## config.mk

```make
export PLATFORM = sky130hd
export DESIGN_NAME = fifo_frame_builder_flat
export DESIGN_NICKNAME = d
export VERILOG_FILES = /design/src/rtl/fifo_frame_pkg.sv /design/src/rtl/fifo_frame_builder_if.sv /design/src/rtl/fifo_frame_skid.sv /design/src/rtl/fifo_frame_builder.sv /design/src/flat_wrapper.sv
export SDC_FILE = /design/constraint.sdc
export NUM_CORES = 1
export LEC_CHECK = 0
export CAP_MARGIN = 0
export CORE_MARGIN = 2
export CORE_UTILIZATION = 57
export DETAILED_ROUTE_END_ITERATION = 6
export DONT_BUFFER_PORTS = 1
export GPL_TIMING_DRIVEN = 1
export PLACE_DENSITY = 0.85
export SETUP_SLACK_MARGIN = 0.4
export SYNTH_ARGS = -nofsm -noshare
export SYNTH_HDL_FRONTEND = slang
export SYNTH_SLANG_ARGS = --single-unit
```

## constraint.sdc

```tcl
create_clock -name CLOCK -period 3.69 [get_ports CLOCK]
set_input_delay 0.738 -clock CLOCK [delete_from_list [all_inputs] [get_ports CLOCK]]
set_output_delay 0.738 -clock CLOCK [all_outputs]
set_load 0.02 [all_outputs]
```

## src/rtl/fifo_frame_pkg.sv

```systemverilog
// fifo_frame_builder shared types and header layout.
// State encoding, header field offsets and the header packing helper.
package fifo_frame_pkg;

  typedef enum logic [1:0] {
    IDLE    = 2'd0,
    HEADER  = 2'd1,
    PAYLOAD = 2'd2,
    TRAILER = 2'd3
  } state_e;

  localparam int LEN_W        = 16;
  localparam int HDR_LEN_LSB  = 0;
  localparam int HDR_CNT_LSB  = 16;
  localparam int HDR_SYNC_LSB = 24;

  localparam logic [7:0] SYNC_DEFAULT = 8'hA5;

  function automatic logic [31:0] make_hdr(
    input logic [7:0]       sync,
    input logic [7:0]       cnt,
    input logic [LEN_W-1:0] len
  );
    logic [31:0] h;
    h = '0;
    h[HDR_SYNC_LSB +: 8]    = sync;
    h[HDR_CNT_LSB +: 8]     = cnt;
    h[HDR_LEN_LSB +: LEN_W] = len;
    return h;
  endfunction

endpackage

```

## src/rtl/fifo_frame_builder_if.sv

```systemverilog
// fifo_frame_builder bus: FIFO read port plus output stream.
// master = frame builder side, slave = FIFO/readout side.
interface fifo_frame_builder_if #(
  parameter int WIDTH = 32
);
  logic             ENABLE;
  logic             FIFO_EMPTY;
  logic             FIFO_RE;
  logic [WIDTH-1:0] FIFO_RDATA;
  logic [WIDTH-1:0] OUT_DATA;
  logic             OUT_VALID;
  logic             OUT_READY;
  logic             OUT_FIRST;
  logic             OUT_LAST;
  logic [7:0]       FRAME_CNT;
  logic             BUSY;

  modport master (
    input  ENABLE, FIFO_EMPTY, FIFO_RDATA, OUT_READY,
    output FIFO_RE, OUT_DATA, OUT_VALID, OUT_FIRST,
    output OUT_LAST, FRAME_CNT, BUSY
  );

  modport slave (
    output ENABLE, FIFO_EMPTY, FIFO_RDATA, OUT_READY,
    input  FIFO_RE, OUT_DATA, OUT_VALID, OUT_FIRST,
    input  OUT_LAST, FRAME_CNT, BUSY
  );
endinterface

```

## src/rtl/fifo_frame_skid.sv

```systemverilog
// fifo_frame_skid: small register FIFO catching RAM read data.
// count_o feeds the read-credit calculation in the builder.
module fifo_frame_skid #(
  parameter  int WIDTH = 32,
  parameter  int DEPTH = 3,
  localparam int PW    = (DEPTH > 1) ? $clog2(DEPTH) : 1,
  localparam int CW    = $clog2(DEPTH + 1)
) (
  input  logic             clk_i,
  input  logic             rst_n_i,
  input  logic             push_i,
  input  logic [WIDTH-1:0] data_i,
  input  logic             pop_i,
  output logic [WIDTH-1:0] data_o,
  output logic [CW-1:0]    count_o
);

  logic [WIDTH-1:0] mem_q [DEPTH];
  logic [PW-1:0]    wr_q;
  logic [PW-1:0]    rd_q;
  logic [CW-1:0]    cnt_q;

  function automatic logic [PW-1:0] inc(
    input logic [PW-1:0] p
  );
    return (p == PW'(DEPTH - 1)) ? '0 : p + 1'b1;
  endfunction

  // storage, pointers and occupancy; push/pop may coincide
  always_ff @(posedge clk_i) begin
    if (!rst_n_i) begin
      wr_q  <= '0;
      rd_q  <= '0;
      cnt_q <= '0;
      for (int i = 0; i < DEPTH; i++) begin
        mem_q[i] <= '0;
      end
    end else begin
      if (push_i) begin
        mem_q[wr_q] <= data_i;
        wr_q        <= inc(wr_q);
      end
      if (pop_i) begin
        rd_q <= inc(rd_q);
      end
      cnt_q <= cnt_q + CW'(push_i) - CW'(pop_i);
    end
  end

  assign data_o  = mem_q[rd_q];
  assign count_o = cnt_q;

endmodule

```

## src/rtl/fifo_frame_builder.sv

```systemverilog
// fifo_frame_builder: pops FIFO words, emits header+payload frames.
// Optional checksum trailer when FIFO_FRAME_CHECKSUM_EN is defined.
module fifo_frame_builder
  import fifo_frame_pkg::*;
#(
  parameter int         WIDTH     = 32,
  parameter int         FRAME_LEN = 256,
  parameter int         RD_LAT    = 2,
  parameter logic [7:0] SYNC_WORD = SYNC_DEFAULT
) (
  input logic CLOCK,
  input logic RESET_N,
  fifo_frame_builder_if.master bus
);

  localparam int DEPTH = RD_LAT + 1;
  localparam int CW    = $clog2(DEPTH + 1);
  localparam int CW1   = CW + 1;
  localparam int FW    = LEN_W + 1;
  localparam logic [FW-1:0] FLEN = FW'(FRAME_LEN);

  state_e           state_q, state_d;
  logic [RD_LAT-1:0] vld_q;
  logic [FW-1:0]    req_q, req_d;
  logic [FW-1:0]    sent_q, sent_d;
  logic [WIDTH-1:0] data_q, data_d;
  logic             valid_q, valid_d;
  logic             first_q, first_d;
  logic             last_q, last_d;
  logic             end_q, end_d;
  logic [7:0]       cnt_q, cnt_d;

  logic [WIDTH-1:0] hdr;
  logic [WIDTH-1:0] skid_data;
  logic [CW-1:0]    skid_cnt;
  logic [CW1-1:0]   commit;
  logic             active;
  logic             out_free;
  logic             xfer;
  logic             push;
  logic             pop;
  logic             re;

`ifdef FIFO_FRAME_CHECKSUM_EN
  logic [WIDTH-1:0] csum_q, csum_d;
`endif

  assign hdr = WIDTH'(make_hdr(SYNC_WORD, cnt_q,
                               LEN_W'(FRAME_LEN)));

  assign active   = (state_q == HEADER) ||
                    (state_q == PAYLOAD);
  assign out_free = !valid_q || bus.OUT_READY;
  assign xfer     = valid_q && bus.OUT_READY;
  assign push     = vld_q[RD_LAT-1];

  // words held plus words still in the RAM pipeline
  assign commit = CW1'(skid_cnt) +
                  CW1'($countones(vld_q));

  assign pop = active && out_free &&
               (sent_q < FLEN) && (skid_cnt != '0);

  // a pop this cycle frees one slot for a new request
  assign re = active && !bus.FIFO_EMPTY &&
              (req_q < FLEN) &&
              ((commit < CW1'(DEPTH)) || pop);

  fifo_frame_skid #(
    .WIDTH (WIDTH),
    .DEPTH (DEPTH)
  ) u_skid (
    .clk_i   (CLOCK),
    .rst_n_i (RESET_N),
    .push_i  (push),
    .data_i  (bus.FIFO_RDATA),
    .pop_i   (pop),
    .data_o  (skid_data),
    .count_o (skid_cnt)
  );

  // read-in-flight tracker: bit RD_LAT-1 marks RDATA valid
  always_ff @(posedge CLOCK) begin
    if (!RESET_N) begin
      vld_q <= '0;
    end else begin
      vld_q <= RD_LAT'({vld_q, re});
    end
  end

  // frame sequencing and output register loading
  always_comb begin
    state_d = state_q;
    req_d   = req_q;
    sent_d  = sent_q;
    data_d  = data_q;
    valid_d = valid_q;
    first_d = first_q;
    last_d  = last_q;
    end_d   = end_q;
    cnt_d   = cnt_q;
    if (re) begin
      req_d = req_q + 1'b1;
    end
    unique case (state_q)
      IDLE: begin
        req_d  = '0;
        sent_d = '0;
        if (bus.ENABLE && !bus.FIFO_EMPTY) begin
          state_d = HEADER;
          data_d  = hdr;
          valid_d = 1'b1;
          first_d = 1'b1;
          last_d  = 1'b0;
          end_d   = 1'b0;
        end
      end
      HEADER: begin
        if (xfer) begin
          state_d = PAYLOAD;
          valid_d = 1'b0;
          first_d = 1'b0;
        end
      end
      PAYLOAD: begin
        if (xfer) begin
          valid_d = 1'b0;
          if (end_q) begin
            end_d = 1'b0;
`ifdef FIFO_FRAME_CHECKSUM_EN
            state_d = TRAILER;
            data_d  = csum_q;
            valid_d = 1'b1;
            last_d  = 1'b1;
`else
            state_d = IDLE;
            last_d  = 1'b0;
            cnt_d   = cnt_q + 1'b1;
`endif
          end
        end
      end
`ifdef FIFO_FRAME_CHECKSUM_EN
      TRAILER: begin
        if (xfer) begin
          state_d = IDLE;
          valid_d = 1'b0;
          last_d  = 1'b0;
          cnt_d   = cnt_q + 1'b1;
        end
      end
`endif
      default: begin
        state_d = IDLE;
      end
    endcase
    if (pop) begin
      data_d  = skid_data;
      valid_d = 1'b1;
      first_d = 1'b0;
      sent_d  = sent_q + 1'b1;
      end_d   = (sent_q + 1'b1 == FLEN);
`ifdef FIFO_FRAME_CHECKSUM_EN
      last_d  = 1'b0;
`else
      last_d  = end_d;
`endif
    end
  end

  // state and output registers
  always_ff @(posedge CLOCK) begin
    if (!RESET_N) begin
      state_q <= IDLE;
      req_q   <= '0;
      sent_q  <= '0;
      data_q  <= '0;
      valid_q <= 1'b0;
      first_q <= 1'b0;
      last_q  <= 1'b0;
      end_q   <= 1'b0;
      cnt_q   <= '0;
    end else begin
      state_q <= state_d;
      req_q   <= req_d;
      sent_q  <= sent_d;
      data_q  <= data_d;
      valid_q <= valid_d;
      first_q <= first_d;
      last_q  <= last_d;
      end_q   <= end_d;
      cnt_q   <= cnt_d;
    end
  end

`ifdef FIFO_FRAME_CHECKSUM_EN
  // running XOR of payload words, restarted every header
  always_comb begin
    csum_d = (state_q == HEADER) ? '0 : csum_q;
    if (pop) begin
      csum_d = csum_d ^ skid_data;
    end
  end

  // checksum register
  always_ff @(posedge CLOCK) begin
    if (!RESET_N) begin
      csum_q <= '0;
    end else begin
      csum_q <= csum_d;
    end
  end
`endif

  assign bus.FIFO_RE   = re;
  assign bus.OUT_DATA  = data_q;
  assign bus.OUT_VALID = valid_q;
  assign bus.OUT_FIRST = first_q;
  assign bus.OUT_LAST  = last_q;
  assign bus.FRAME_CNT = cnt_q;
  assign bus.BUSY      = (state_q != IDLE);

endmodule
```

## src/flat_wrapper.sv

```systemverilog
// flat-port wrapper written by rule: the top's interface ports become plain ports
module fifo_frame_builder_flat import fifo_frame_pkg::*;
#(
  parameter int         WIDTH     = 32,
  parameter int         FRAME_LEN = 256,
  parameter int         RD_LAT    = 2,
  parameter logic [7:0] SYNC_WORD = SYNC_DEFAULT
)
  (CLOCK, RESET_N, bus_ENABLE, bus_FIFO_EMPTY, bus_FIFO_RDATA, bus_OUT_READY, bus_FIFO_RE, bus_OUT_DATA, bus_OUT_VALID, bus_OUT_FIRST, bus_OUT_LAST, bus_FRAME_CNT, bus_BUSY);
  fifo_frame_builder_if #(.WIDTH(WIDTH)) bus_i ();
  input logic CLOCK;
  input logic RESET_N;
  input wire logic [$bits(bus_i.ENABLE)-1:0] bus_ENABLE;
  input wire logic [$bits(bus_i.FIFO_EMPTY)-1:0] bus_FIFO_EMPTY;
  input wire logic [$bits(bus_i.FIFO_RDATA)-1:0] bus_FIFO_RDATA;
  input wire logic [$bits(bus_i.OUT_READY)-1:0] bus_OUT_READY;
  output wire logic [$bits(bus_i.FIFO_RE)-1:0] bus_FIFO_RE;
  output wire logic [$bits(bus_i.OUT_DATA)-1:0] bus_OUT_DATA;
  output wire logic [$bits(bus_i.OUT_VALID)-1:0] bus_OUT_VALID;
  output wire logic [$bits(bus_i.OUT_FIRST)-1:0] bus_OUT_FIRST;
  output wire logic [$bits(bus_i.OUT_LAST)-1:0] bus_OUT_LAST;
  output wire logic [$bits(bus_i.FRAME_CNT)-1:0] bus_FRAME_CNT;
  output wire logic [$bits(bus_i.BUSY)-1:0] bus_BUSY;
  assign bus_i.ENABLE = bus_ENABLE;
  assign bus_i.FIFO_EMPTY = bus_FIFO_EMPTY;
  assign bus_i.FIFO_RDATA = bus_FIFO_RDATA;
  assign bus_i.OUT_READY = bus_OUT_READY;
  assign bus_FIFO_RE = bus_i.FIFO_RE;
  assign bus_OUT_DATA = bus_i.OUT_DATA;
  assign bus_OUT_VALID = bus_i.OUT_VALID;
  assign bus_OUT_FIRST = bus_i.OUT_FIRST;
  assign bus_OUT_LAST = bus_i.OUT_LAST;
  assign bus_FRAME_CNT = bus_i.FRAME_CNT;
  assign bus_BUSY = bus_i.BUSY;
  fifo_frame_builder #(.WIDTH(WIDTH), .FRAME_LEN(FRAME_LEN), .RD_LAT(RD_LAT), .SYNC_WORD(SYNC_WORD)) u_core (.CLOCK(CLOCK), .RESET_N(RESET_N), .bus(bus_i));
endmodule
```

### Word-level counts from Yosys, hierarchy flattened

Memories as Yosys holds them, arrays and structs flattened. A register that Yosys moved wholly into a read port is not among the register bits.
Index checks and enable logic that the tools add are counted.

| word-level totals | value |
|---|---|
| register bits after elaboration | 88 |
| bits in writable memories | 96 |
| input port bits | 37 |
| memories kept | 1 |

| cells by class | value |
|---|---|
| $add $sub $neg | 9 |
| magnitude comparators | 3 |
| eq/ne operators | 13 |
| mux-type cells | 33 |
| bitwise logic cells | 1 |
| reduce and logical (&&, ||, !) cells | 32 |

Memory list:

| memory | depth | bits a word | read ports | clocked after memory_dff | wr ports | line | RTL |
|---|---|---|---|---|---|---|---|
| u_core.u_skid.mem_q | 3 | 32 | 1 | 1 | 3 | fifo_frame_skid.sv:18 | `logic [WIDTH-1:0] mem_q [DEPTH];` |

Operators with widths:

| kind | count |
|---|---|
| 32-bit 2-to-1 mux | 4 |
| 17-bit by 1-bit adder with 17-bit output, second input constant | 2 |
| 17-bit by 9-bit < comparator with 1-bit output, second input constant | 2 |
| 17-bit 2-to-1 mux | 2 |
| 32-bit OR reduction | 1 |
| 2-bit 2-to-1 mux | 9 |
| 17-bit by 9-bit == test with 1-bit output, second input constant | 1 |
| 1-bit 2-to-1 mux | 13 |
| 3-bit by 1-bit inequality test with 1-bit output, second input constant | 4 |
| 3-bit AND reduction | 4 |
| 2-bit nonzero test | 5 |
| 8-bit by 1-bit adder with 8-bit output, second input constant | 1 |
| 1-bit logical AND | 8 |
| 2-bit by 1-bit inequality test with 1-bit output, second input constant | 4 |
| 1-bit one-hot mux with 2 select lines | 4 |
| 4-bit AND reduction | 2 |
| 2-bit == test, second input constant | 3 |
| 2-bit one-hot mux with 3 select lines | 1 |
| 3-bit nonzero test | 2 |
| 2-bit OR reduction | 3 |
| 2-bit by 1-bit adder with 2-bit output, second input constant | 2 |
| 2-bit by 3-bit adder with 3-bit output | 1 |
| 1-bit logical OR | 3 |
| 3-bit by 2-bit < comparator with 1-bit output, second input constant | 1 |
| other kinds (8) | 9 |

### Depth between registers and ports, before layout

Gate-level depths: netlist of the first run.

| logic depth | value |
|---|---|
| depth in word-level cells | 7 |
| mapped depth | 12 |
| depth with buffers taken out | 10 |

### Modules after synthesis

Synthesis of the first run repeated with hierarchy kept, for this count alone.

| second synthesis, totals | value |
|---|---|
| cell total of the unflattened synthesis | 701 |
| area, all modules | 9091.2 sq um |

Modules (own cells, without submodules):

| module | instances | cells each | area an instance (sq um) |
|---|---|---|---|
| fifo_frame_skid | 1 | 309 | 5679.2 |
| fifo_frame_builder | 1 | 392 | 3412.0 |

### Worst setup path after synthesis of the first run

OpenSTA, ideal clock, no wires.

| timing path | value |
|---|---|
| kind | input port to flip-flop |
| from | input RESET_N |
| to | memory u_core.u_skid.mem_q[1][0] (enable) |
| setup time | 466 ps |
| arrival time | 3407 ps |
| data required time | 3224 ps |
| slack | -183 ps |
| stages | 3 |
| path buffers | 1 |
| cell sequence | clkbuf_1 -> nand3_1 -> o21ai_0 |

RTL lines:

| item | line | RTL |
|---|---|---|
| from (decl) | flat_wrapper.sv:12 | `input logic RESET_N;` |
| to (decl) | fifo_frame_skid.sv:18 |  |

### Worst setup path in the final report of the first run

| timing path | value |
|---|---|
| from | register u_core.vld_q[1] |
| to | output bus_FIFO_RE |

| between the ends | value |
|---|---|
| longest elaborated chain between the ends | 5 |

Ends and longest elaborated chain:

| item | line | RTL |
|---|---|---|
| from (decl) | fifo_frame_builder.sv:23 | `logic [RD_LAT-1:0] vld_q;` |
| from (signal assigned) | fifo_frame_builder.sv:87 | `vld_q <= RD_LAT'({vld_q, re});` |
| 1-bit by 1-bit adder with 2-bit output (not written as such) | fifo_frame_builder.sv:59 | `CW1'($countones(vld_q));` |
| 2-bit by 3-bit adder with 3-bit output | fifo_frame_builder.sv:58 | `assign commit = CW1'(skid_cnt) +` |
| 3-bit by 2-bit < comparator with 1-bit output | fifo_frame_builder.sv:67 | `((commit < CW1'(DEPTH)) \|\| pop);` |
| 1-bit logical OR | fifo_frame_builder.sv:67 |  |
| 1-bit logical AND | fifo_frame_builder.sv:66 | `(req_q < FLEN) &&` |
| to (decl) | flat_wrapper.sv:17 | `output wire logic [$bits(bus_i.FIFO_RE)-1:0] bus_FIFO_RE;` |

No other way between the ends.

==> results.md, run 1 <==
* Highest-count cells in the layout ignoring fill and taps: edfxtp_1 (128), and2_1 (99), dfxtp_1 (88), nand2_1 (51), a21oi_1 (40)
* Vias in the first global route at 5950
* Vias at 5705
* Die width at 130.4 µm
* Max-slew violation count at 0
* DRT antenna net count at 0
* Most Frequent Cell on Critical Path: ha_1
* Rows at 46
* CP Capture Type: output pin
* Yosys reg bits at roughly 220
* Tcrit/Tclk final at 0.8504
* Synth cell types at 50
* Pin count of the biggest net entering global routing at between 50 and 60
* CP Data Arrival Time at about 2.4 ns
* H-tree depth at 1
* Worst Setup Start Kind: flip-flop
* Critical path, cell by cell: ha_1 > ha_1 > fa_1 > a21oi_2 > a21oi_4 > nor2_4
* Pleak at 3.570 nW
* Syn nets at 772
* Wirelength, routed at between 15000 and 20000 µm
* Final #Nets at 766
* Worst-Margin Slew at 1.088 ns
* RePlAce Congestion at 0.7686
* CTS tree: built
* Final Power at roughly 5.0 mW
* Commonest non-fill, non-tap cell in the layout: edfxtp_1
* PortBufs at 0
* Die Y at 130.4 µm
* Data required time of the worst path at 2.95 ns
* Synth warn at 0
* Crit-path max FO at 10
* Number of vias per cell at 6.012
* Layout cells sized above 1 at 0.1296
* Power Density at approximately 500 nW/µm²
* DR iter-0 viols at 562
* Post-route DRC at 0
* Pre-antenna DRT Iters at 5
* Status: finished clean
* I/O pin count at 82
* Total gr overflow at 0
* Clk sink count at 218
* Cell family contributing the most delay on the critical path: adder cells
* Root Buffer: clkbuf_16
* Relative slew margins at 0.2731
* Clock latency on the worst-skew pair at about 0.52 ns
* Final setup fails at 0
* Antenna violations before repair at 0
* First-pass GRT wire length at between 30000 and 40000 µm
* Maximum VDD drop at about 360 µV
* Slowest cell delay on critical path at 0.48 ns
* Crit path time final at 3.138 ns
* Post-Route Skew at around 0.021 ns
* Worst setup margin at approximately 0.55 ns
* Routed WL per cell at 20.23 µm
* Synth Cell Area at 9105 µm²
* Setup Total Neg Slack at 0 ns
* F_max at approximately 320 MHz
* Crit path buffers/inverters at 0
* Total core area at roughly 16000 µm²
* Type of the worst setup path: flip-flop to output pin
* Max-cap viol count at 0
* Fillers at 1184
* Sequential share of the synthesized area at 0.6200
* Initial core utilization at 0.5774
* Hold/Removal Path Class: input pin to flip-flop
* Inserted Diodes at 0
* Place WS at 0.3931 ns
* Util after Layout at 0.6377
* Syn Inst Count at 722
* Slowest stage cell, crit path: fa_1
* Final-report hold violation count at 0
* CTS max path bufs at 3
* Die ar. at 17000 µm²
* Worst-path clk slew at 0.06 ns
* Post-Syn Area per Cell at 12.61 µm²
* Area Growth Syn to Fin at 10.46%
* Cts bufs inserted at 23
* Global Route Usage Sum at 0.2310
* Detailed-placement wirelength estimate at roughly 12000 µm
* RSZ-0062 raised after global routing: false
* # hold bufs at CTS at 0
area by class of cell:
cell class,count,area (µm²),share of cell area
Clock buffer,37,668.1,0.06643
Clock inverter,5,38.79,0.003857
Inverter,8,30.03,0.002986
Multi-Input combinational cell,450,3289,0.3271
Sequential cell,218,5648,0.5616
Tap cell,216,270.3,0.02687
Timing Repair Buffer,15,112.6,0.01120
metal layers:
metal / global-route usage / vias to the layer above / routed length [µm]
met4: 0.05632 / 0 / 308
met3: 0.05537 / 26 / 1431
met5: 0 / - / 0
li1: - / 2634 / -
met2: 0.3967 / 183 / 9669
met1: 0.3012 / 2862 / 7785
worst reg2reg max path: stages (launching register included):
cell and delay, ns:
dfxtp_2 0.43, ha_1 0.27, ha_1 0.22, fa_1 0.48
a21oi_2 0.23, a21oi_4 0.09, buf_4 0.18, or4_1 0.46
a21oi_1 0.22
synth_stat cells (all sizes together):
master / number / area share
a311oi: 8 / 0.0077
and4: 5 / 0.0048
nand2: 52 / 0.021
nand3b: 5 / 0.0041
xnor2: 5 / 0.0048
nor3b: 1 / 0.00082
or4: 6 / 0.0054
clkbuf: 30 / 0.012
dfxtp: 90 / 0.20
nor2b: 1 / 0.00069
mux4: 32 / 0.079
and3: 27 / 0.019
nand4: 6 / 0.0041
or3: 6 / 0.0041
a221oi: 1 / 0.00096
a2111oi: 1 / 0.0016
o21a: 1 / 0.00082
o221ai: 1 / 0.00096
buf: 16 / 0.0099
o211ai: 1 / 0.00082
nor4: 5 / 0.0051
a41oi: 1 / 0.00096
a22oi: 1 / 0.00082
o31ai: 5 / 0.0041
nor3: 19 / 0.010
a21o: 1 / 0.00082
and2: 99 / 0.068
nor2: 37 / 0.017
nor4b: 1 / 0.00096
xor2: 6 / 0.0058
o21ai: 15 / 0.0082
ha: 12 / 0.016
nand2b: 1 / 0.00069
nand3: 36 / 0.020
edfxtp: 128 / 0.42
a21boi: 1 / 0.00082
inv: 7 / 0.0029
a21oi: 42 / 0.023
clkinv: 1 / 0.00041
mux2: 1 / 0.0012
fa: 1 / 0.0022
a211oi: 3 / 0.0025
mux2i: 4 / 0.0044
worst paths after layout:
kind | startpoint | end | slack, ns | cells after the start
setup reg to reg | u_core.vld_q[1] | u_core.req_q[5] | 1.04 | 8
hold reg to reg | u_core.req_q[8] | u_core.req_q[8] | 0.46 | 2
setup / recovery | u_core.vld_q[1] | bus_FIFO_RE | 0.55 | 6
hold / removal | bus_FIFO_RDATA[21] | u_core.u_skid.mem_q[3][21] | 0.31 | 0
state kept, by name (all words and copies together), names as in the netlist, named ones only:
register and flops:
u_core.u_skid.count_o 2, u_core.vld_q 2, u_core.u_skid.mem_q 128, u_core.bus.OUT_FIRST 1, u_core.u_skid.rd_q 2, u_core.end_q 1
u_core.u_skid.wr_q 2, u_core.bus.FRAME_CNT 8, u_core.bus.OUT_LAST 1, u_core.state_q 2, u_core.bus.OUT_DATA 32, u_core.req_q 17
u_core.bus.OUT_VALID 1, u_core.sent_q 17
power by group:
part / switching [mW] / internal (mW) / total, mW
clock: 0.909 / 1.24 / 2.15
sequential: 0.0365 / 2.62 / 2.66
combinational: 0.118 / 0.0559 / 0.174
logic make-up (layout without fill, tap and decap cells):
| kind of cell | Yosys count | count (layout) | share of synthesized area |
|---|---|---|---|
| mux | 37 | 37 | 0.08479 |
| buf+inv | 54 | 65 | 0.02556 |
| simple gates | 307 | 307 | 0.1861 |
| compound gates | 82 | 82 | 0.05428 |
| flops | 218 | 218 | 0.6200 |
| fa+ha+maj | 13 | 13 | 0.01869 |
| xor+xnor | 11 | 11 | 0.01058 |
stage by stage:
stage	hold WS, ns	area, µm²	std cells
floorplan	0.4255	9105	722
global placement	0.4482	9304	904
detailed placement	0.4526	9304	904
CTS	0.2910	10030	946
global route	0.2893	10060	949
finish	0.3056	10060	949
repair_timing:
action                     in CTS  in global routing
setup endpoints to repair       1                  1
gates resized for setup         5                  1
setup buffers                   0                  3
No activity file was read; power rests on OpenSTA's default activity.
==> inputs of run 2 (changes only) <==
--- a/config.mk
+++ b/config.mk
@@ -7,11 +7,11 @@
 export LEC_CHECK = 0
 export CAP_MARGIN = 0
 export CORE_MARGIN = 2
-export CORE_UTILIZATION = 57
+export CORE_UTILIZATION = 60
 export DETAILED_ROUTE_END_ITERATION = 6
 export DONT_BUFFER_PORTS = 1
 export GPL_TIMING_DRIVEN = 1
-export PLACE_DENSITY = 0.85
+export PLACE_DENSITY = 0.86
 export SETUP_SLACK_MARGIN = 0.4
 export SYNTH_ARGS = -nofsm -noshare
 export SYNTH_HDL_FRONTEND = slang
==> constraint.sdc (replaced) <==
create_clock -name CLOCK -period 3.7 [get_ports CLOCK]
set_input_delay 0.74 -clock CLOCK [delete_from_list [all_inputs] [get_ports CLOCK]]
set_output_delay 0.74 -clock CLOCK [all_outputs]
set_load 0.02 [all_outputs]
==> run 2 against run 1 <==
  * Cell area increased by 0.45%
  * Wire length increased by 2.9%
  * Sequential cell count unchanged
  * Via count increased by 1.0%
  * Non-clock buffer count increased by 1
  * Count of clock-buffer cells in the layout decreased by 8
  * Utilization increased by 3.4 points
  * Clock skew decreased by 0.0083 ns
  * Sequential share of layout area decreased by 0.25 points
  * Final cell count decreased by 3.0%
  * Worst setup slack got worse by 0.013 ns
  * Clock power increased by 10%
  * Largest power group unchanged
==> results.md, run 2 (synthesized netlist as in run 1, its figures left out) <==
* Status: finished clean (unchanged)
* Worst Setup Start Kind: flip-flop (unchanged)
* CP Data Arrival Time at 2.42 ns (was 2.40 ns)
* Crit path buffers/inverters at 0 (unchanged)
* Setup Total Neg Slack at 0 ns (unchanged)
* Max reg flops at 128 (unchanged)
* Layout cells sized above 1 at 0.1337 (was 0.1296)
* Max-cap viol count at 0 (unchanged)
* Cell family contributing the most delay on the critical path: adder cells (unchanged)
* Worst-Margin Slew at 1.082 ns (was 1.088 ns)
* DR iter-0 viols at 566 (was 562)
* Die Y at 127.2 µm (was 130.4 µm)
* Total core area at 15030 µm² (was 15770 µm²)
* Die ar. at 16180 µm² (was 17000 µm²)
* Vias at 5762 (was 5705)
* CTS max path bufs at 3 (unchanged)
* Highest-count cells in the layout ignoring fill and taps: edfxtp_1 (128), and2_1 (99), dfxtp_1 (88), nand2_1 (52), a21oi_1 (40) (was edfxtp_1 (128), and2_1 (99), dfxtp_1 (88), nand2_1 (51), a21oi_1 (40))
* Crit path time final at 3.161 ns
* Slowest stage cell, crit path: fa_1 (unchanged)
* Final #Nets at 767 (was 766)
* Data required time of the worst path at 2.96 ns (was 2.95 ns)
* Root Buffer: clkbuf_16 (unchanged)
* Wirelength, routed at 19760 µm (was 19190 µm)
* Area Growth Syn to Fin at 10.95% (was 10.46%)
* Final setup fails at 0 (unchanged)
* Final-report hold violation count at 0 (unchanged)
* Total gr overflow at 0 (unchanged)
* Number of vias per cell at 6.256 (was 6.012)
* H-tree depth at 1 (unchanged)
* Die width at 127.2 µm (was 130.4 µm)
* DRT antenna net count at 0 (unchanged)
* I/O pin count at 82 (unchanged)
* Type of the worst setup path: flip-flop to output pin (unchanged)
* Pin count of the biggest net entering global routing at 50 (was 59)
* Inserted Diodes at 0 (unchanged)
* Pleak at 3.606 nW (was 3.570 nW)
* Vias in the first global route at 6069 (was 5950)
* Post-route DRC at 0 (unchanged)
* # hold bufs at CTS at 0 (unchanged)
* Maximum VDD drop at 421.7 µV (was 361.8 µV)
* RePlAce Congestion at 0.7948 (was 0.7686)
* Clk sink count at 218 (unchanged)
* Cts bufs inserted at 23 (unchanged)
* Clock latency on the worst-skew pair at 0.50 ns (was 0.52 ns)
* Place WS at 0.3528 ns (was 0.3931 ns)
* Post-Route Skew at 0.01282 ns (was 0.02111 ns)
* Most Frequent Cell on Critical Path: ha_1 (unchanged)
* Global Route Usage Sum at 0.2467 (was 0.2310)
* Detailed-placement wirelength estimate at 11750 µm (was 11780 µm)
* CP Capture Type: output pin (unchanged)
* Fillers at 999 (was 1184)
* Power Density at 514.3 nW/µm² (was 495.6 nW/µm²)
* Relative slew margins at 0.2772 (was 0.2731)
* Rows at 45 (was 46)
* RSZ-0062 raised after global routing: false (unchanged)
* Crit-path max FO at 10 (unchanged)
* Tcrit/Tclk final at 0.8543
* F_max at between 300 and 400 MHz
* Commonest non-fill, non-tap cell in the layout: edfxtp_1 (unchanged)
* Final hold slack at 0.3330 ns (was 0.3056 ns)
* Slowest cell delay on critical path at 0.48 ns (about the same)
* Worst-path clk slew at 0.06 ns (about the same)
* First-pass GRT wire length at 31520 µm (was 30770 µm)
* Antenna violations before repair at 0 (unchanged)
* Hold/Removal Path Class: input pin to flip-flop (unchanged)
* Final Power at 5.196 mW (was 4.984 mW)
* Max-slew violation count at 0 (unchanged)
* PortBufs at 0 (unchanged)
* Initial core utilization at 0.6057 (was 0.5774)
* CTS tree: built (unchanged)
* Worst setup margin at 0.5389 ns (was 0.5521 ns)
* Largest register by flop count: u_core.u_skid.mem_q (unchanged)
* Routed WL per cell at 21.45 µm (was 20.23 µm)
* Critical path, cell by cell: ha_1 > ha_1 > fa_1 > a21oi_2 > a21oi_4 > nor2_4 (unchanged)
* Pre-antenna DRT Iters at 5 (unchanged)
==> run 2: cell count changes in the layout (fill, tap and decap cells not counted), moves of 2 or more <==
cell | before | now
clkbuf_8 | 4 | 2
clkbuf_1 | 10 | 4
bufinv_16 | 0 | 4
clkinvlp_4 | 0 | 2
==> run 2: power breakdown <==
part           switching [mW]  internal [mW]
logic                   0.119         0.0562
clock network           0.910           1.46
registers              0.0363           2.61
==> run 2: final timing paths <==
check                           slack, ns                         end          startpoint  cells past startpoint
worst min-delay path                 0.33  u_core.u_skid.mem_q[3][26]  bus_FIFO_RDATA[26]                      0
worst max register to register       1.01             u_core.req_q[6]     u_core.vld_q[1]                      8
worst min register to register       0.46             u_core.req_q[8]     u_core.req_q[8]                      2
worst max-delay path                 0.54                 bus_FIFO_RE     u_core.vld_q[1]                      6
==> run 2: final cells by class <==
class / count / area (µm²) / share of cell area
clock buffers: 29 / 618.1 / 0.06118
clock inverters: 12 / 166.4 / 0.01647
inverters: 8 / 30.03 / 0.002973
multi-input cells: 450 / 3284 / 0.3251
flip-flops and latches: 218 / 5648 / 0.5591
well taps: 188 / 235.2 / 0.02328
repair buffers: 16 / 120.1 / 0.01189
==> run 2: routing by layer <==
metal | wire length (µm) | GRT usage | vias up | part of all wire
li1 | - | - | 2636 | -
met1 | 7869 | 0.3195 | 2864 | 0.40
met2 | 10090 | 0.4298 | 225 | 0.51
met3 | 1441 | 0.04774 | 37 | 0.073
met4 | 351 | 0.06852 | 0 | 0.018
met5 | 0 | 0 | - | 0
==> run 2: what timing repair did <==
| action | 4_1_cts | 5_1_grt |
|---|---|---|
| pin swaps | 0 | 0 |
| resized for setup | 5 | 1 |
| buffers inserted | 0 | 3 |
| setup endpoints to repair | 1 | 1 |
==> run 2: stage by stage <==
stage / instance area [µm²] / util / std cells
floorplan: 9105 / - / 722
global placement: 9271 / 0.6167 / 877
detailed placement: 9271 / 0.6167 / 877
CTS: 10080 / 0.6702 / 918
global route: 10100 / 0.6720 / 921
finish: 10100 / 0.6720 / 921
